--- src/rtl/ghost_pkg.sv ---
// rtl/ghost_pkg.sv - shared types, edge codes and screen limits for the ghost fleet mover
package ghost_pkg;

    typedef enum logic [1:0] {UP = 2'd0, DOWN = 2'd1, LEFT = 2'd2, RIGHT = 2'd3} dir_t;
    typedef enum logic {RANDOM = 1'b0, CHASE = 1'b1} mode_t;
    typedef enum logic [1:0] {S_IDLE, S_WAIT, S_UPDATE, S_DONE} state_t;

    localparam int EDGE_BOTTOM = 0;
    localparam int EDGE_LEFT   = 1;
    localparam int EDGE_RIGHT  = 2;
    localparam int EDGE_TOP    = 3;
    localparam int EDGE_CORNER = 4;
    localparam int NUM_EDGES   = 5;

    localparam int COORD_W       = 11;
    localparam int SCREEN_X_LAST = 639;
    localparam int SCREEN_Y_LAST = 479;
    localparam logic [7:0] LFSR_SEED = 8'hA5;

    // UP/DOWN and LEFT/RIGHT differ only in bit 0
    function automatic dir_t reverse_dir(input dir_t d);
        return dir_t'(d ^ 2'b01);
    endfunction

    function automatic logic is_blocked(input dir_t d, input logic [NUM_EDGES-1:0] hit);
        return hit[EDGE_CORNER]
            | (hit[EDGE_TOP]    & (d == UP))
            | (hit[EDGE_BOTTOM] & (d == DOWN))
            | (hit[EDGE_LEFT]   & (d == LEFT))
            | (hit[EDGE_RIGHT]  & (d == RIGHT));
    endfunction

endpackage

--- src/rtl/ghost_turn_logic.sv ---
// rtl/ghost_turn_logic.sv - combinational turn decision for the ghost being updated
module ghost_turn_logic
    import ghost_pkg::*;
(
    input  dir_t                      dir,
    input  logic [NUM_EDGES-1:0]      hit,
    input  mode_t                     mode,
    input  logic                      frightened,
    input  logic [1:0]                lfsr_bits,
    input  logic signed [COORD_W-1:0] ghost_x,
    input  logic signed [COORD_W-1:0] ghost_y,
    input  logic signed [COORD_W-1:0] pac_x,
    input  logic signed [COORD_W-1:0] pac_y,
    output dir_t                      new_dir,
    output logic                      lfsr_step
);

    dir_t cand;

    always_comb begin
        cand      = dir_t'(lfsr_bits);
        new_dir   = dir;
        lfsr_step = 1'b0;
        if (is_blocked(dir, hit)) begin
            if (frightened || mode == RANDOM) begin
                lfsr_step = 1'b1;
                new_dir   = is_blocked(cand, hit) ? reverse_dir(dir) : cand;
            end else if (hit[EDGE_CORNER]) begin
                new_dir = reverse_dir(dir);
            end else if (dir == LEFT || dir == RIGHT) begin
                new_dir = (pac_y < ghost_y) ? UP : DOWN;
            end else begin
                new_dir = (pac_x < ghost_x) ? LEFT : RIGHT;
            end
        end
    end

endmodule

--- src/rtl/ghost_fleet_move.sv ---
// rtl/ghost_fleet_move.sv - time-multiplexed mover for all ghosts; GHOST_TUNNEL_EN wraps X instead of clamping
module ghost_fleet_move
    import ghost_pkg::*;
#(
    parameter int                    NUM_GHOSTS    = 4,
    parameter int                    FP_SHIFT      = 6,
    parameter int                    SPEED         = 60,
    parameter int                    INIT_X        = 280,
    parameter int                    INIT_Y        = 185,
    parameter int                    SPACING       = 40,
    parameter logic [NUM_GHOSTS-1:0] CHASE_MASK    = NUM_GHOSTS'(4'b0101),
    parameter int                    FRIGHT_FRAMES = 180,
    parameter int                    OBJ_W         = 32,
    parameter int                    OBJ_H         = 32,
    parameter int                    MARGIN        = 2
)(
    input  logic                             clk,
    input  logic                             resetN,
    input  logic                             startOfFrame,
    input  logic [NUM_GHOSTS-1:0]            collision,
    input  logic [3*NUM_GHOSTS-1:0]          HitEdgeCode,
    input  logic                             frightenPulse,
    input  logic [NUM_GHOSTS-1:0]            ghostEaten,
    input  logic signed [COORD_W-1:0]        pacX,
    input  logic signed [COORD_W-1:0]        pacY,
    output logic signed [COORD_W*NUM_GHOSTS-1:0] topLeftX,
    output logic signed [COORD_W*NUM_GHOSTS-1:0] topLeftY,
    output logic [NUM_GHOSTS-1:0]            frightened,
    output logic                             frameDone
);

    localparam int POS_W   = COORD_W + FP_SHIFT + 1;
    localparam int IDX_W   = (NUM_GHOSTS > 1) ? $clog2(NUM_GHOSTS) : 1;
    localparam int TIMER_W = $clog2(FRIGHT_FRAMES + 1);
    localparam logic [IDX_W-1:0] LAST_IDX = IDX_W'(NUM_GHOSTS - 1);

    localparam logic signed [POS_W-1:0] X_MIN      = POS_W'(MARGIN << FP_SHIFT);
    localparam logic signed [POS_W-1:0] X_MAX      = POS_W'((SCREEN_X_LAST - MARGIN - OBJ_W) << FP_SHIFT);
    localparam logic signed [POS_W-1:0] Y_MIN      = POS_W'(MARGIN << FP_SHIFT);
    localparam logic signed [POS_W-1:0] Y_MAX      = POS_W'((SCREEN_Y_LAST - MARGIN - OBJ_H) << FP_SHIFT);
    localparam logic signed [POS_W-1:0] HOME_Y     = POS_W'(INIT_Y << FP_SHIFT);
    localparam logic signed [POS_W-1:0] SPEED_NORM = POS_W'(SPEED);
    localparam logic signed [POS_W-1:0] SPEED_SLOW = POS_W'(SPEED >>> 1);

    function automatic logic signed [POS_W-1:0] home_x(input int i);
        return POS_W'((INIT_X + i * SPACING) << FP_SHIFT);
    endfunction

    function automatic dir_t home_dir(input int i);
        return i[0] ? LEFT : RIGHT;
    endfunction

    state_t                  state, state_next;
    logic [IDX_W-1:0]        idx;
    logic                    upd_en, last_ghost;
    logic [NUM_GHOSTS-1:0]   upd_sel;

    logic signed [POS_W-1:0] pos_x   [NUM_GHOSTS];
    logic signed [POS_W-1:0] pos_y   [NUM_GHOSTS];
    dir_t                    dir_q   [NUM_GHOSTS];
    logic [NUM_EDGES-1:0]    hit_q   [NUM_GHOSTS];
    logic [NUM_EDGES-1:0]    new_hit [NUM_GHOSTS];
    logic [TIMER_W-1:0]      timer_q [NUM_GHOSTS];
    logic [NUM_GHOSTS-1:0]   fright_q, pend_q;
    logic [7:0]              lfsr;
    logic                    frame_done_q;

    logic signed [POS_W-1:0]   cur_x, cur_y, speed, vel_x, vel_y, next_x, next_y;
    logic signed [COORD_W-1:0] cur_ix, cur_iy;
    dir_t                      cur_dir, new_dir;
    mode_t                     cur_mode;
    logic                      lfsr_step;
    logic [TIMER_W-1:0]        timer_dec;

    always_ff @(posedge clk or negedge resetN) begin
        if (!resetN) state <= S_IDLE;
        else         state <= state_next;
    end

    always_comb begin
        state_next = state;
        case (state)
            S_IDLE:   if (startOfFrame) state_next = S_WAIT;
            S_WAIT:   if (startOfFrame) state_next = S_UPDATE;
            S_UPDATE: if (last_ghost)   state_next = S_DONE;
            S_DONE:   state_next = S_WAIT;
        endcase
    end

    always_comb begin
        upd_en     = (state == S_UPDATE);
        last_ghost = upd_en && (idx == LAST_IDX);
        for (int i = 0; i < NUM_GHOSTS; i++)
            upd_sel[i] = upd_en && (idx == IDX_W'(i));
    end

    always_ff @(posedge clk or negedge resetN) begin
        if (!resetN) begin
            idx          <= '0;
            frame_done_q <= 1'b0;
        end else begin
            frame_done_q <= last_ghost;
            if (state == S_WAIT)
                idx <= '0;
            else if (upd_en)
                idx <= idx + IDX_W'(1);
        end
    end

    always_comb begin
        for (int i = 0; i < NUM_GHOSTS; i++) begin
            new_hit[i] = '0;
            if (collision[i] && HitEdgeCode[3*i +: 3] < 3'd5)
                new_hit[i][HitEdgeCode[3*i +: 3]] = 1'b1;
        end
    end

    // Shared datapath: everything below works on the ghost selected by idx
    assign cur_x     = pos_x[idx];
    assign cur_y     = pos_y[idx];
    assign cur_ix    = cur_x[FP_SHIFT +: COORD_W];
    assign cur_iy    = cur_y[FP_SHIFT +: COORD_W];
    assign cur_dir   = pend_q[idx] ? reverse_dir(dir_q[idx]) : dir_q[idx];
    assign cur_mode  = CHASE_MASK[idx] ? CHASE : RANDOM;
    assign speed     = fright_q[idx] ? SPEED_SLOW : SPEED_NORM;
    assign timer_dec = timer_q[idx] - TIMER_W'(1);

    ghost_turn_logic u_turn (
        .dir        (cur_dir),
        .hit        (hit_q[idx]),
        .mode       (cur_mode),
        .frightened (fright_q[idx]),
        .lfsr_bits  (lfsr[1:0]),
        .ghost_x    (cur_ix),
        .ghost_y    (cur_iy),
        .pac_x      (pacX),
        .pac_y      (pacY),
        .new_dir    (new_dir),
        .lfsr_step  (lfsr_step)
    );

    always_comb begin
        vel_x = '0;
        vel_y = '0;
        case (new_dir)
            UP:    vel_y = -speed;
            DOWN:  vel_y = speed;
            LEFT:  vel_x = -speed;
            RIGHT: vel_x = speed;
        endcase
        next_x = cur_x + vel_x;
        next_y = cur_y + vel_y;
`ifdef GHOST_TUNNEL_EN
        if (next_x < X_MIN)      next_x = X_MAX;
        else if (next_x > X_MAX) next_x = X_MIN;
`else
        if (next_x < X_MIN)      next_x = X_MIN;
        else if (next_x > X_MAX) next_x = X_MAX;
`endif
        if (next_y < Y_MIN)      next_y = Y_MIN;
        else if (next_y > Y_MAX) next_y = Y_MAX;
    end

    always_ff @(posedge clk or negedge resetN) begin
        if (!resetN)
            lfsr <= LFSR_SEED;
        else if (upd_en && lfsr_step)
            lfsr <= {lfsr[6:0], lfsr[7] ^ lfsr[5] ^ lfsr[4] ^ lfsr[3]};
    end

    always_ff @(posedge clk or negedge resetN) begin
        if (!resetN) begin
            for (int i = 0; i < NUM_GHOSTS; i++) begin
                pos_x[i]   <= home_x(i);
                pos_y[i]   <= HOME_Y;
                dir_q[i]   <= home_dir(i);
                hit_q[i]   <= '0;
                timer_q[i] <= '0;
            end
            fright_q <= '0;
            pend_q   <= '0;
        end else begin
            for (int i = 0; i < NUM_GHOSTS; i++) begin
                if (ghostEaten[i]) begin
                    pos_x[i]    <= home_x(i);
                    pos_y[i]    <= HOME_Y;
                    dir_q[i]    <= home_dir(i);
                    hit_q[i]    <= '0;
                    timer_q[i]  <= '0;
                    fright_q[i] <= 1'b0;
                    pend_q[i]   <= 1'b0;
                end else begin
                    hit_q[i] <= (upd_sel[i] ? '0 : hit_q[i]) | new_hit[i];
                    if (upd_sel[i]) begin
                        pos_x[i]  <= next_x;
                        pos_y[i]  <= next_y;
                        dir_q[i]  <= new_dir;
                        pend_q[i] <= 1'b0;
                        if (fright_q[i]) begin
                            timer_q[i] <= timer_dec;
                            if (timer_dec == '0) fright_q[i] <= 1'b0;
                        end
                    end
                    // Only a ghost entering fright owes a reversal; a reload does not
                    if (frightenPulse) begin
                        timer_q[i]  <= TIMER_W'(FRIGHT_FRAMES);
                        fright_q[i] <= 1'b1;
                        pend_q[i]   <= ~fright_q[i] | (pend_q[i] & ~upd_sel[i]);
                    end
                end
            end
        end
    end

    for (genvar g = 0; g < NUM_GHOSTS; g++) begin : g_out
        assign topLeftX[g*COORD_W +: COORD_W] = pos_x[g][FP_SHIFT +: COORD_W];
        assign topLeftY[g*COORD_W +: COORD_W] = pos_y[g][FP_SHIFT +: COORD_W];
    end

    assign frightened = fright_q;
    assign frameDone  = frame_done_q;

endmodule

--- config.mk ---
export PLATFORM = sky130hd
export DESIGN_NAME = ghost_fleet_move
export DESIGN_NICKNAME = d
export VERILOG_FILES = /design/src/rtl/ghost_pkg.sv /design/src/rtl/ghost_turn_logic.sv /design/src/rtl/ghost_fleet_move.sv
export SDC_FILE = /design/constraint.sdc
export NUM_CORES = 1
export LEC_CHECK = 0
export ABC_AREA = 1
export ABC_CLOCK_PERIOD_IN_PS = 6300
export CAP_MARGIN = 10
export CORE_MARGIN = 3
export CORE_UTILIZATION = 52
export DETAILED_ROUTE_END_ITERATION = 10
export HOLD_SLACK_MARGIN = 0.12
export PLACE_DENSITY = 0.88
export SLEW_MARGIN = 10
export SYNTH_ARGS = -nofsm -noshare
export SYNTH_HDL_FRONTEND = slang
export SYNTH_SLANG_ARGS = --single-unit
--- constraint.sdc ---
create_clock -name clk -period 6.3 [get_ports clk]
set_clock_uncertainty 0.2 [all_clocks]
set_input_delay 1.26 -clock clk [delete_from_list [all_inputs] [get_ports clk]]
set_output_delay 1.26 -clock clk [all_outputs]
set_load 0.05 [all_outputs]
Yosys cells after proc, flatten, opt, wreduce, memory -nomap -nowiden
Index checks and enable logic that the tools add are counted.

word-level totals
  bits in registers = 225
  input port bits = 46
  output and inout bits = 93
  logic and storage cells = 291

operators by class
  add/sub/neg operators = 5
  order comparisons = 20
  equal/unequal tests = 18
  mux-type cells = 134
  bitwise operators = 43
  reduce and logical (&&, ||, !) cells = 39

operator list
  cell                                                   count
  two-way mux 18 bit                                     24
  two-way mux 8 bit                                      18
  binary-select mux 18 bit (select 2 bit)                2
  case mux 18 bit (2 select lines)                       2
  two-way mux 5 bit                                      14
  two-way mux 1 bit                                      42
  two-way mux 2 bit                                      20
  adder 18 bit                                           2
  < comparator 18 x 9 -> 1 bit (second input constant)   2
  nonzero test 3 bit                                     8
  < comparator 11 bit                                    2
  == test 2 bit (second input constant)                  10
  bitwise OR 5 bit                                       4
  > comparator 18 x 16 -> 1 bit (second input constant)  1
  > comparator 18 x 17 -> 1 bit (second input constant)  1
  negation 6 -> 18 bit                                   1
  binary-select mux 8 bit (select 2 bit)                 1
  < comparator 3 x 4 -> 1 bit (second input constant)    4
  logical AND 1 bit                                      13
  AND 1 bit                                              12
  demux 1 bit (select 3 bit)                             4
  >= comparator 3 x 1 -> 1 bit (second input constant)   4
  < comparator 3 bit (second input constant)             4
  bitwise OR 1 bit                                       12
  21 further kinds                                       52

Longest topological paths before layout
Gate-level depths: netlist of run 1.

  depth in word-level cells = 21
  depth in mapped cells = 48
  depth with buffers taken out = 44

By module
From an unflattened synthesis of run 1, not the netlist that was laid out.

second synthesis, totals
  cell total of the unflattened synthesis = 1,970
  area, all modules = 14,292.5 um^2

by module, submodules not included
  module            instances  cells an instance  area an instance (um^2)  sequential area each (um^2)
  ghost_fleet_move  1          1,829              13,510.5                 5,683.0
  ghost_turn_logic  1          141                782.0                    0.0

Least setup slack after synthesis of run 1
OpenSTA, ideal clock, no wires.

  path kind = register to register
  start point = reg idx[0]
  end point = reg pos_x (netlist bit topLeftX[6])
  setup time = 132 ps
  data arrival time = 6,091 ps
  required time = 5,968 ps
  slack = -122 ps
  cell stages (with the launch flop) = 39
  path buffers = 5
  period minus slack after synthesis = 6,422 ps
  cell sequence = dfrtp_1 buf_2 buf_1 clkbuf_1 clkbuf_1 clkbuf_1 nand2_1 a32oi_1 inv_1 ha_1 nand2_1 inv_1 o21ai_0 a21oi_1 nor2_1 nand2_1 nand2_1 nand3_1 (+3 left out) nand2_1 nor2_1 ha_1 inv_1 nor3_1 nand2_1 o211ai_1 nand2_1 a21oi_1 a21boi_1 o21ai_1 xor2_1 inv_1 or2_2 a21boi_1 and2_4 o21ai_1 o21ai_1

between the ends
  word-level cells in the longest chain between the ends = 21
  elaborated cells between the ends (all ways) = 70
  classes of those cells = 2 x add/sub; 4 x order compare; 5 x eq/ne; 33 x mux; 20 x bitwise; 6 x reduce/logical

ends and longest elaborated chain
  item                                                          line                     text
  from (decl)                                                   ghost_fleet_move.sv:54   logic [IDX_W-1:0] idx;
  from (signal assigned)                                        ghost_fleet_move.sv:106  idx <= idx + IDX_W'(1);
  branches (longest 21 deep; another with < comparator 11 bit)  n/a
  to (signal, indexed assignment)                               ghost_fleet_move.sv:174  pos_x[i] <= home_x(i);
  to (signal, indexed assignment)                               ghost_fleet_move.sv:185  pos_x[i] <= home_x(i);
  to (signal, indexed assignment)                               ghost_fleet_move.sv:195  pos_x[i] <= next_x;
  to (decl)                                                     ghost_fleet_move.sv:58   logic signed [POS_W-1:0] pos_x [NUM_GHOSTS];

Several ways; the timed one is not identified. The select of a mux whose other input is x is not followed.
A chain may end at the register's enable or synchronous reset.

Worst setup path in the final report of run 1
  start point = reg idx[0]
  end point = reg pos_x (netlist bit topLeftX[26])

Same word-level chain as after synthesis.

==> impl_metrics.sql, run 1 <==
INSERT INTO impl_metrics (metric_group, metric, value, unit) VALUES
('outcome', 'status', 'finished, violations left', ''),
('outcome', 'failed_checks', 'setup timing', ''),
('sta', 'finalHoldViolCount', '0', ''),
('logic_synthesis', 'synth.area.top_cells', 'dfrtp_1 34%, nand2_1 9.5%, dfstp_2 8.2%', ''),
('global_route', 'grt_antenna_before_repair', '0', ''),
('logic_synthesis', 'cell_area_synth', '13470', 'um2'),
('floorplan', 'die_h', '166.9', 'um'),
('cts', 'maximum_root_to_sink_buffer_count', '3', ''),
('layout', 'nNetsFinal', '1918', ''),
('run', 'cap_viol_max_count', '0', ''),
('critical_path', 'worstPathArrival', '6.56', 'ns'),
('cts', 'clk_pin_slew_worst_paths', '0.06', 'ns'),
('placement', 'gpl.final_weighted_congestion', '0.9614', ''),
('sta', 'worst_slew_pin_slew', '1.191', 'ns'),
('sta', 'grt_setup_unrepaired', 'yes', ''),
('logic_synthesis', 'yosys_warnings', '0', ''),
('placement', 'placement.io_buffers', '138', ''),
('logic_synthesis', 'synth_cells', '1715', ''),
('logic_synthesis', 'synth.cells.most_frequent', '342 x nand2_1, 217 x inv_1, 183 x dfrtp_1', ''),
('cts', 'ctsHtreeMaxLevel', '1', ''),
('layout', 'finished_layout_cell_area', '16260', 'um2'),
('critical_path', 'crit_path_max_cell_delay', '0.58', 'ns'),
('global_route', 'grt_pass1_wl', '62890', 'um'),
('routing', 'routed_wire_length_per_instance', '19.82', 'um'),
('logic_synthesis', 'synth.avg_cell_area', '7.854', 'um2'),
('floorplan', 'core_region_area', '25330', 'um2'),
('sta', 'fin_crit', '6.427', 'ns'),
('critical_path', 'endpoint_kind', 'flop', ''),
('logic_synthesis', 'most_frequent_cell_after_synthesis', 'nand2_1', ''),
('sta', 'setup_viol_count_final', '10', ''),
('critical_path', 'timing.critical_path.from_type', 'flop', ''),
('logic_synthesis', 'synthesis.nets', '1825', ''),
('logic_synthesis', 'synth_edf_count', '0', ''),
('global_route', 'pin_count_of_the_biggest_net_entering_global_routing', '124', ''),
('logic_synthesis', 'yosys.area.top_type_share', '34.00', '%'),
('cts', 'cell_at_the_root_of_the_clock_tree', 'clkbuf_16', ''),
('cts', 'clkSinkCount', '225', ''),
('floorplan', 'num_rows', '58', ''),
('sta', 'post-route-period-util', '102.0', '%'),
('cts', 'clk-insertion-delay-late', '0.52', 'ns'),
('logic_synthesis', 'synth.distinct_cells', '45', ''),
('floorplan', 'floorplan.die_area', '27870', 'um2'),
('critical_path', 'criticalPathCategory', 'flop to flop', ''),
('critical_path', 'critPathBufInv', '8', ''),
('routing', 'drt_pre_antenna_iters', '7', ''),
('routing', 'detailroute.via_count', '13154', ''),
('layout', 'regArea', '5687', 'um2'),
('global_route', 'total_grt_overflow', '0', ''),
('global_route', 'grt_util_all_layers', '27.16', '%'),
('placement', 'dp.final_hpwl', '27010', 'um'),
('critical_path', 'worst-path-max-fanout', '8', ''),
('critical_path', 'critical-path-top-delay-family', 'simple AND/OR/NAND/NOR gates', ''),
('layout', 'layout-area-overhead-vs-synth', '20.69', '%'),
('layout', 'filler_cell_count', '1823', ''),
('placement', 'dp_slack', '-0.1957', 'ns'),
('routing', 'ant_nets', '0', ''),
('floorplan', 'initial_utilization', '53.18', '%'),
('critical_path', 'timing.critical_path.required', '6.43', 'ns'),
('placement', 'dp.cells', '2086', ''),
('cts', 'cts_inserted_buffers', '23', ''),
('sta', 'finalWorstSetupSlack', '-0.1273', 'ns'),
('sta', 'max_slew_margin', '20.54', '%'),
('layout', 'antenna-diode-count', '0', ''),
('min_path', 'min-delay-path-class', 'flop to flop', ''),
('floorplan', 'design.portCount', '139', ''),
('logic_synthesis', 'share_of_flip_flops_with_an_asynchronous_set_or_reset_after_synthesis', '100.0', '%'),
('layout', 'drive_gt1_share', '14.30', '%'),
('global_route', 'grt_pass1_vias', '12634', ''),
('layout', 'multi_input_comb_area', '6327', 'um2'),
('logic_synthesis', 'most_used_dff_post_synth', 'dfrtp_1', ''),
('logic_synthesis', 'synth_seq_cells', '225', '');
-- routing by layer --
metal | up-vias | track usage, % | part of all wire (%)
li1 | 5780 | - | -
met1 | 6194 | 33.67 | 36
met2 | 953 | 45.08 | 47
met3 | 227 | 6.148 | 11
met4 | 0 | 13.06 | 5.9
met5 | - | 0 | 0
-- tightest hold or removal path, stage by stage, from the launching register on --
cell and delay [ns]:
dfstp_2 0.38, nand2_1 0.06, nand2_1 0.05
-- path summary, 6_finish.rpt --
kind                            depth (start not counted)     from           end  slack, ns
worst max-delay path                                   39   idx[0]  topLeftX[26]      -0.13
worst min-delay path                                    2  lfsr[5]       lfsr[5]       0.29
max in group asynchronous                               2   resetN        idx[0]       4.24
worst max register to register                         39   idx[0]  topLeftX[26]      -0.13
min in group asynchronous                               1   resetN     hit_q[13]       0.55
worst min register to register                          2  lfsr[5]       lfsr[5]       0.29
-- through the flow --
| stage | TNS (ns) | utilization, % | hold WS [ns] |
|---|---|---|---|
| 6_report | -0.3523 | 64.18 | 0.2874 |
| 5_1_grt | -29.29 | 64.18 | 0.3067 |
| 4_1_cts | 0 | 61.55 | 0.2892 |
| 3_5_place_dp | -14.71 | 58.64 | 0.2730 |
| 3_3_place_gp | -0.05891 | 58.64 | 0.2648 |
| 2_1_floorplan | 0 | - | 0.2478 |
-- cell type report --
cell class / instances / share of cell area, %
timing repair buffer: 223 / 13.72
clock buffer: 34 / 4.226
multi-input combinational: 1109 / 38.92
sequential: 225 / 34.98
tap: 330 / 2.540
clock inverter: 8 / 0.3079
inverter: 226 / 5.296
-- state kept, by name (all words and copies together), names as in the netlist --
signal	count
dir_q	8
frameDone	1
frightened	4
hit_q	20
idx	2
lfsr	8
pend_q	4
pos_x	28
pos_y	28
state	2
timer_q	32
topLeftX	44
topLeftY	44
-- cell families after synthesis --
family / count (synthesis) / synth area share (%)
AO/OA/AOI/OAI: 419 / 17.80
XOR/XNOR: 36 / 2.341
adder cells (fa/ha/maj): 64 / 6.057
buffers and inverters: 382 / 13.37
flip-flops: 225 / 42.19
AND/OR/NAND/NOR: 589 / 18.24
-- cell usage in the layout (no fill, tap or decap), types with 29 or more instances in the layout --
cell type,instances
dfrtp_1,182
nor2_1,118
buf_4,70
ha_1,60
clkdlybuf4s50_1,137
o21ai_1,78
inv_1,212
xor2_1,29
nand2_1,339
nand3_1,57
a21oi_1,124
o21ai_0,78
dfstp_2,42
o22ai_1,54
-- what timing repair did --
| action | in CTS | in global routing |
|---|---|---|
| endpoints found under the setup margin | 0 | 124 |
| setup buffers | 0 | 21 |
| gates resized for setup | 0 | 81 |
Power of run 1 is left out: the tool's default activity adds up to more than one toggle a clock period on the data nets, which glitch-free logic cannot reach.
==> inputs of run 2 (changes only) <==
--- a/config.mk
+++ b/config.mk
@@ -5,14 +5,12 @@
 export SDC_FILE = /design/constraint.sdc
 export NUM_CORES = 1
 export LEC_CHECK = 0
-export ABC_AREA = 1
 export ABC_CLOCK_PERIOD_IN_PS = 6300
-export CAP_MARGIN = 10
 export CORE_MARGIN = 3
-export CORE_UTILIZATION = 52
+export CORE_UTILIZATION = 53
 export DETAILED_ROUTE_END_ITERATION = 10
 export HOLD_SLACK_MARGIN = 0.12
-export PLACE_DENSITY = 0.88
+export PLACE_DENSITY = 0.89
 export SLEW_MARGIN = 10
 export SYNTH_ARGS = -nofsm -noshare
 export SYNTH_HDL_FRONTEND = slang
==> run 2 against run 1 <==
Compared with the run above:
- register-to-register slack about the same
- die area increased by 1.9%
- the run still ends with setup timing left
- area after synthesis increased by 3.9%
- clock-buffer cell count increased by 2
- core utilization increased by 5.7 points
- critical path type unchanged
- flip-flop and latch count unchanged
- first-iteration DRC count decreased by 12%
- global-route usage increased by 4.3 points
- synthesized cell count decreased by 24%
- design area increased by 9.9%
==> impl_metrics.sql, run 2 <==
INSERT INTO impl_metrics (metric_group, metric, value, unit) VALUES
('outcome', 'status', 'finished, violations left', ''),
('outcome', 'failed_checks', 'setup timing', ''),
('floorplan', 'floorplan.die_area', '28390', 'um2'),
('power', 'ir_drop', '0.5971', 'mV'),
('logic_synthesis', 'synth_seq_area_share', '40.60', '%'),
('global_route', 'grt_pass1_wl', '70790', 'um'),
('logic_synthesis', 'cell_area_synth', '14000', 'um2'),
('global_route', 'pin_count_of_the_biggest_net_entering_global_routing', '136', ''),
('sta', 'setup_viol_count_final', '47', ''),
('cts', 'cts_inserted_buffers', '24', ''),
('critical_path', 'slowest_cell_on_the_critical_path', 'mux4_2', ''),
('critical_path', 'criticalPathCategory', 'flop to flop', ''),
('routing', 'drt_pre_antenna_iters', '6', ''),
('global_route', 'grt_pass1_vias', '12605', ''),
('routing', 'route.detailed.vias_per_inst', '6.700', ''),
('floorplan', 'design.portCount', '139', ''),
('sta', 'grt_setup_unrepaired', 'yes', ''),
('logic_synthesis', 'main_combinational_cell_family_by_area_after_synthesis', 'compound AO/OA/AOI/OAI gates', ''),
('layout', 'layout_commonest_cell', 'buf_4', ''),
('sta', 'finalWorstSetupSlack', '-0.1367', 'ns'),
('layout', 'final-instance-count-excl-fill', '1887', ''),
('global_route', 'grt_antenna_before_repair', '0', ''),
('logic_synthesis', 'synth.area.top_cells', 'dfrtp_1 33%, mux4_2 8.9%, dfstp_2 7.9%', ''),
('layout', 'utilization', '69.91', '%'),
('run', 'cap_viol_max_count', '0', ''),
('min_path', 'min-delay-path-class', 'flop to flop', ''),
('critical_path', 'timing.critical_path.from_type', 'flop', ''),
('logic_synthesis', 'synth_xor_area_share', '2.065', '%'),
('layout', 'mostFrequentLayoutCells', '215 x buf_4, 181 x dfrtp_1, 137 x clkdlybuf4s50_1', ''),
('layout', 'nNetsFinal', '1649', ''),
('sta', 'max_clock_freq', '155.4', 'MHz'),
('cts', 'clk-insertion-delay-late', '0.54', 'ns'),
('sta', 'post-route-period-util', '102.2', '%'),
('logic_synthesis', 'synth_simple_gate_area_share', '11.63', '%'),
('logic_synthesis', 'synth_cells', '1309', ''),
('logic_synthesis', 'yosys_warnings', '0', ''),
('floorplan', 'core_region_area', '25540', 'um2'),
('placement', 'placement.io_buffers', '138', ''),
('power', 'power.leakage', '7.918', 'nW'),
('critical_path', 'endpoint_kind', 'flop', ''),
('logic_synthesis', 'synthesis.nets', '1419', ''),
('layout', 'drive_gt1_share', '30.96', '%'),
('logic_synthesis', 'yosys.area.top_type_share', '32.72', '%'),
('logic_synthesis', 'synth.cells.most_frequent', '183 x dfrtp_1, 103 x nor2_1, 89 x buf_4', ''),
('sta', 'fin_crit', '6.437', 'ns'),
('placement', 'dp.final_hpwl', '30690', 'um'),
('cts', 'cts_hold_buf', '0', ''),
('critical_path', 'crit_path_max_cell_delay', '0.60', 'ns'),
('logic_synthesis', 'synth.distinct_cells', '77', ''),
('sta', 'worst_slew_pin_slew', '1.239', 'ns'),
('sta', 'finalHoldViolCount', '0', ''),
('placement', 'gpl.final_weighted_congestion', '0.9716', ''),
('logic_synthesis', 'most_frequent_cell_after_synthesis', 'dfrtp_1', ''),
('routing', 'drc', '0', ''),
('logic_synthesis', 'share_of_flip_flops_with_an_asynchronous_set_or_reset_after_synthesis', '100.0', '%'),
('global_route', 'grt_util_all_layers', '31.44', '%'),
('sta', 'timing.final.max_slew_violations', '0', ''),
('global_route', 'total_grt_overflow', '0', ''),
('cts', 'cell_at_the_root_of_the_clock_tree', 'clkbuf_16', ''),
('floorplan', 'initial_utilization', '54.79', '%'),
('cts', 'clkSinkCount', '225', ''),
('routing', 'wirelength', '46390', 'um'),
('cts', 'maximum_root_to_sink_buffer_count', '3', ''),
('floorplan', 'num_rows', '58', ''),
('cts', 'ctsHtreeMaxLevel', '1', ''),
('cts', 'cts_tree', 'yes', ''),
('critical_path', 'worstPathArrival', '6.65', 'ns'),
('logic_synthesis', 'yosys.area_share.adder', '5.829', '%'),
('placement', 'dp.cells', '1817', ''),
('routing', 'detailroute.via_count', '12642', ''),
('layout', 'antenna-diode-count', '0', ''),
('logic_synthesis', 'synth_largest_area_cell', 'dfrtp_1', ''),
('logic_synthesis', 'synth_area_in_compound_gates', '21.02', '%'),
('floorplan', 'fp.dieW', '168.5', 'um'),
('routing', 'routed_wire_length_per_instance', '24.59', 'um'),
('logic_synthesis', 'synth_edf_count', '0', ''),
('floorplan', 'die_h', '168.5', 'um'),
('power', 'power_per_cell_area', '624.3', 'nW/um2'),
('logic_synthesis', 'most_used_dff_post_synth', 'dfrtp_1', ''),
('critical_path', 'worst-path-max-fanout', '16', ''),
('layout', 'layout-area-overhead-vs-synth', '27.59', '%'),
('routing', 'detailedRoute.firstIterationViolations', '1499', ''),
('logic_synthesis', 'synth_seq_cells', '225', ''),
('logic_synthesis', 'synth.mux.area_fraction', '10.38', '%'),
('critical_path', 'timing.critical_path.required', '6.52', 'ns'),
('critical_path', 'critPathBufInv', '9', ''),
('cts', 'clk_pin_slew_worst_paths', '0.06', 'ns'),
('critical_path', 'critical-path-top-delay-family', 'buffers and inverters', ''),
('sta', 'max_slew_margin', '17.31', '%'),
('routing', 'ant_nets', '0', ''),
('logic_synthesis', 'synth.avg_cell_area', '10.69', 'um2');
run 2: cell count changes in the layout (fill, tap and decap cells not counted), moves of 23 or more:
| cell | change |
|---|---|
| a21o_1 | +26 |
| inv_1 | -169 |
| nand2_1 | -281 |
| a32o_1 | +61 |
| mux4_2 | +55 |
| nor2_1 | -24 |
| buf_4 | +145 |
| and2_1 | +28 |
| xor2_1 | -23 |
| nand3_1 | -47 |
| o21ai_0 | -40 |
| o21ai_1 | -71 |
| o22ai_1 | -52 |
| a21oi_1 | -63 |
run 2: cells by family after synthesis:
logic type / after synthesis
AOI/OAI and AO/OA: 381
xor gates and xnor gates: 33
adders and majority gates: 64
buffers and inverters: 217
DFF: 225
muxes: 72
and+or+nand+nor: 317
run 2: repair_timing:
item,CTS,global route
cloned,1,2
pin swaps,12,9
setup endpoints to repair,89,124
gates resized for setup,36,38
setup buffers,14,9
run 2: area by class of cell:
cell class	count	area [um2]
fill	1729	7687
multi-input combinational	868	7473
sequential	225	5688
tap	330	412.9
inverter	48	180.2
timing repair buffer	372	3269
clock inverter	8	96.34
clock buffer	36	737.0
run 2: worst paths after layout:
path                       cells past startpoint           to  slack [ns]       from
setup / recovery                              27     pos_y[1]       -0.14     idx[0]
hold / removal                                 1    pos_x[35]        0.29  pos_x[35]
setup reg to reg                              27     pos_y[1]       -0.14     idx[0]
hold reg to reg                                1    pos_x[35]        0.29  pos_x[35]
max in group asynchronous                      2       idx[0]        3.96     resetN
min in group asynchronous                      1  timer_q[21]        0.61     resetN
run 2: routing by layer:
layer	vias up	wire length [um]	track usage, %
met5	-	0	0
met4	0	2214	14.34
met3	181	5045	5.885
met2	850	21170	49.41
met1	6261	17970	42.81
li1	5350	-	-
run 2: report_power, final:
part	switching [mW]	total (mW)	internal, mW
combinational	4.29	7.88	3.59
clock	0.606	1.50	0.889
sequential	0.135	1.77	1.64
total	5.03	11.1	6.11
run 2: worst register-to-register path: stages (launching register included):
cell and delay, ns:
dfrtp_4 0.45, buf_12 0.17, buf_12 0.16, buf_6 0.23, mux4_2 0.60, mux2_2 0.36
mux2i_4 0.22, a21oi_1 0.12, a21oi_1 0.17, buf_4 0.16, o21a_1 0.20, buf_6 0.15
xnor2_2 0.12, buf_4 0.14, nor2b_1 0.05, ha_1 0.35, buf_6 0.13, o211ai_1 0.13
o21ai_2 0.21, a31oi_1 0.13, xnor2_1 0.17, or4_4 0.52, or4_4 0.44, nor3_2 0.11
buf_4 0.17, nor4_4 0.06, buf_12 0.16, a32o_1 0.27
run 2: stage by stage:
stage                     hold slack (ns)  total power [mW]  setup TNS [ns]  cell area [um2]  setup WS, ns
after floorplan                    0.2453             5.911               0            14120       0.01359
after global placement             0.2627             8.422          -60.27            16500       -0.8388
after detailed placement           0.2716             8.543          -78.59            16500        -1.029
after CTS                          0.2855             10.48         -0.9389            17610      -0.04374
after global routing               0.2960             11.63          -24.68            17860       -0.3455
final                              0.2865             11.15          -3.679            17860       -0.1367
Power figures use the tool's default switching activity.
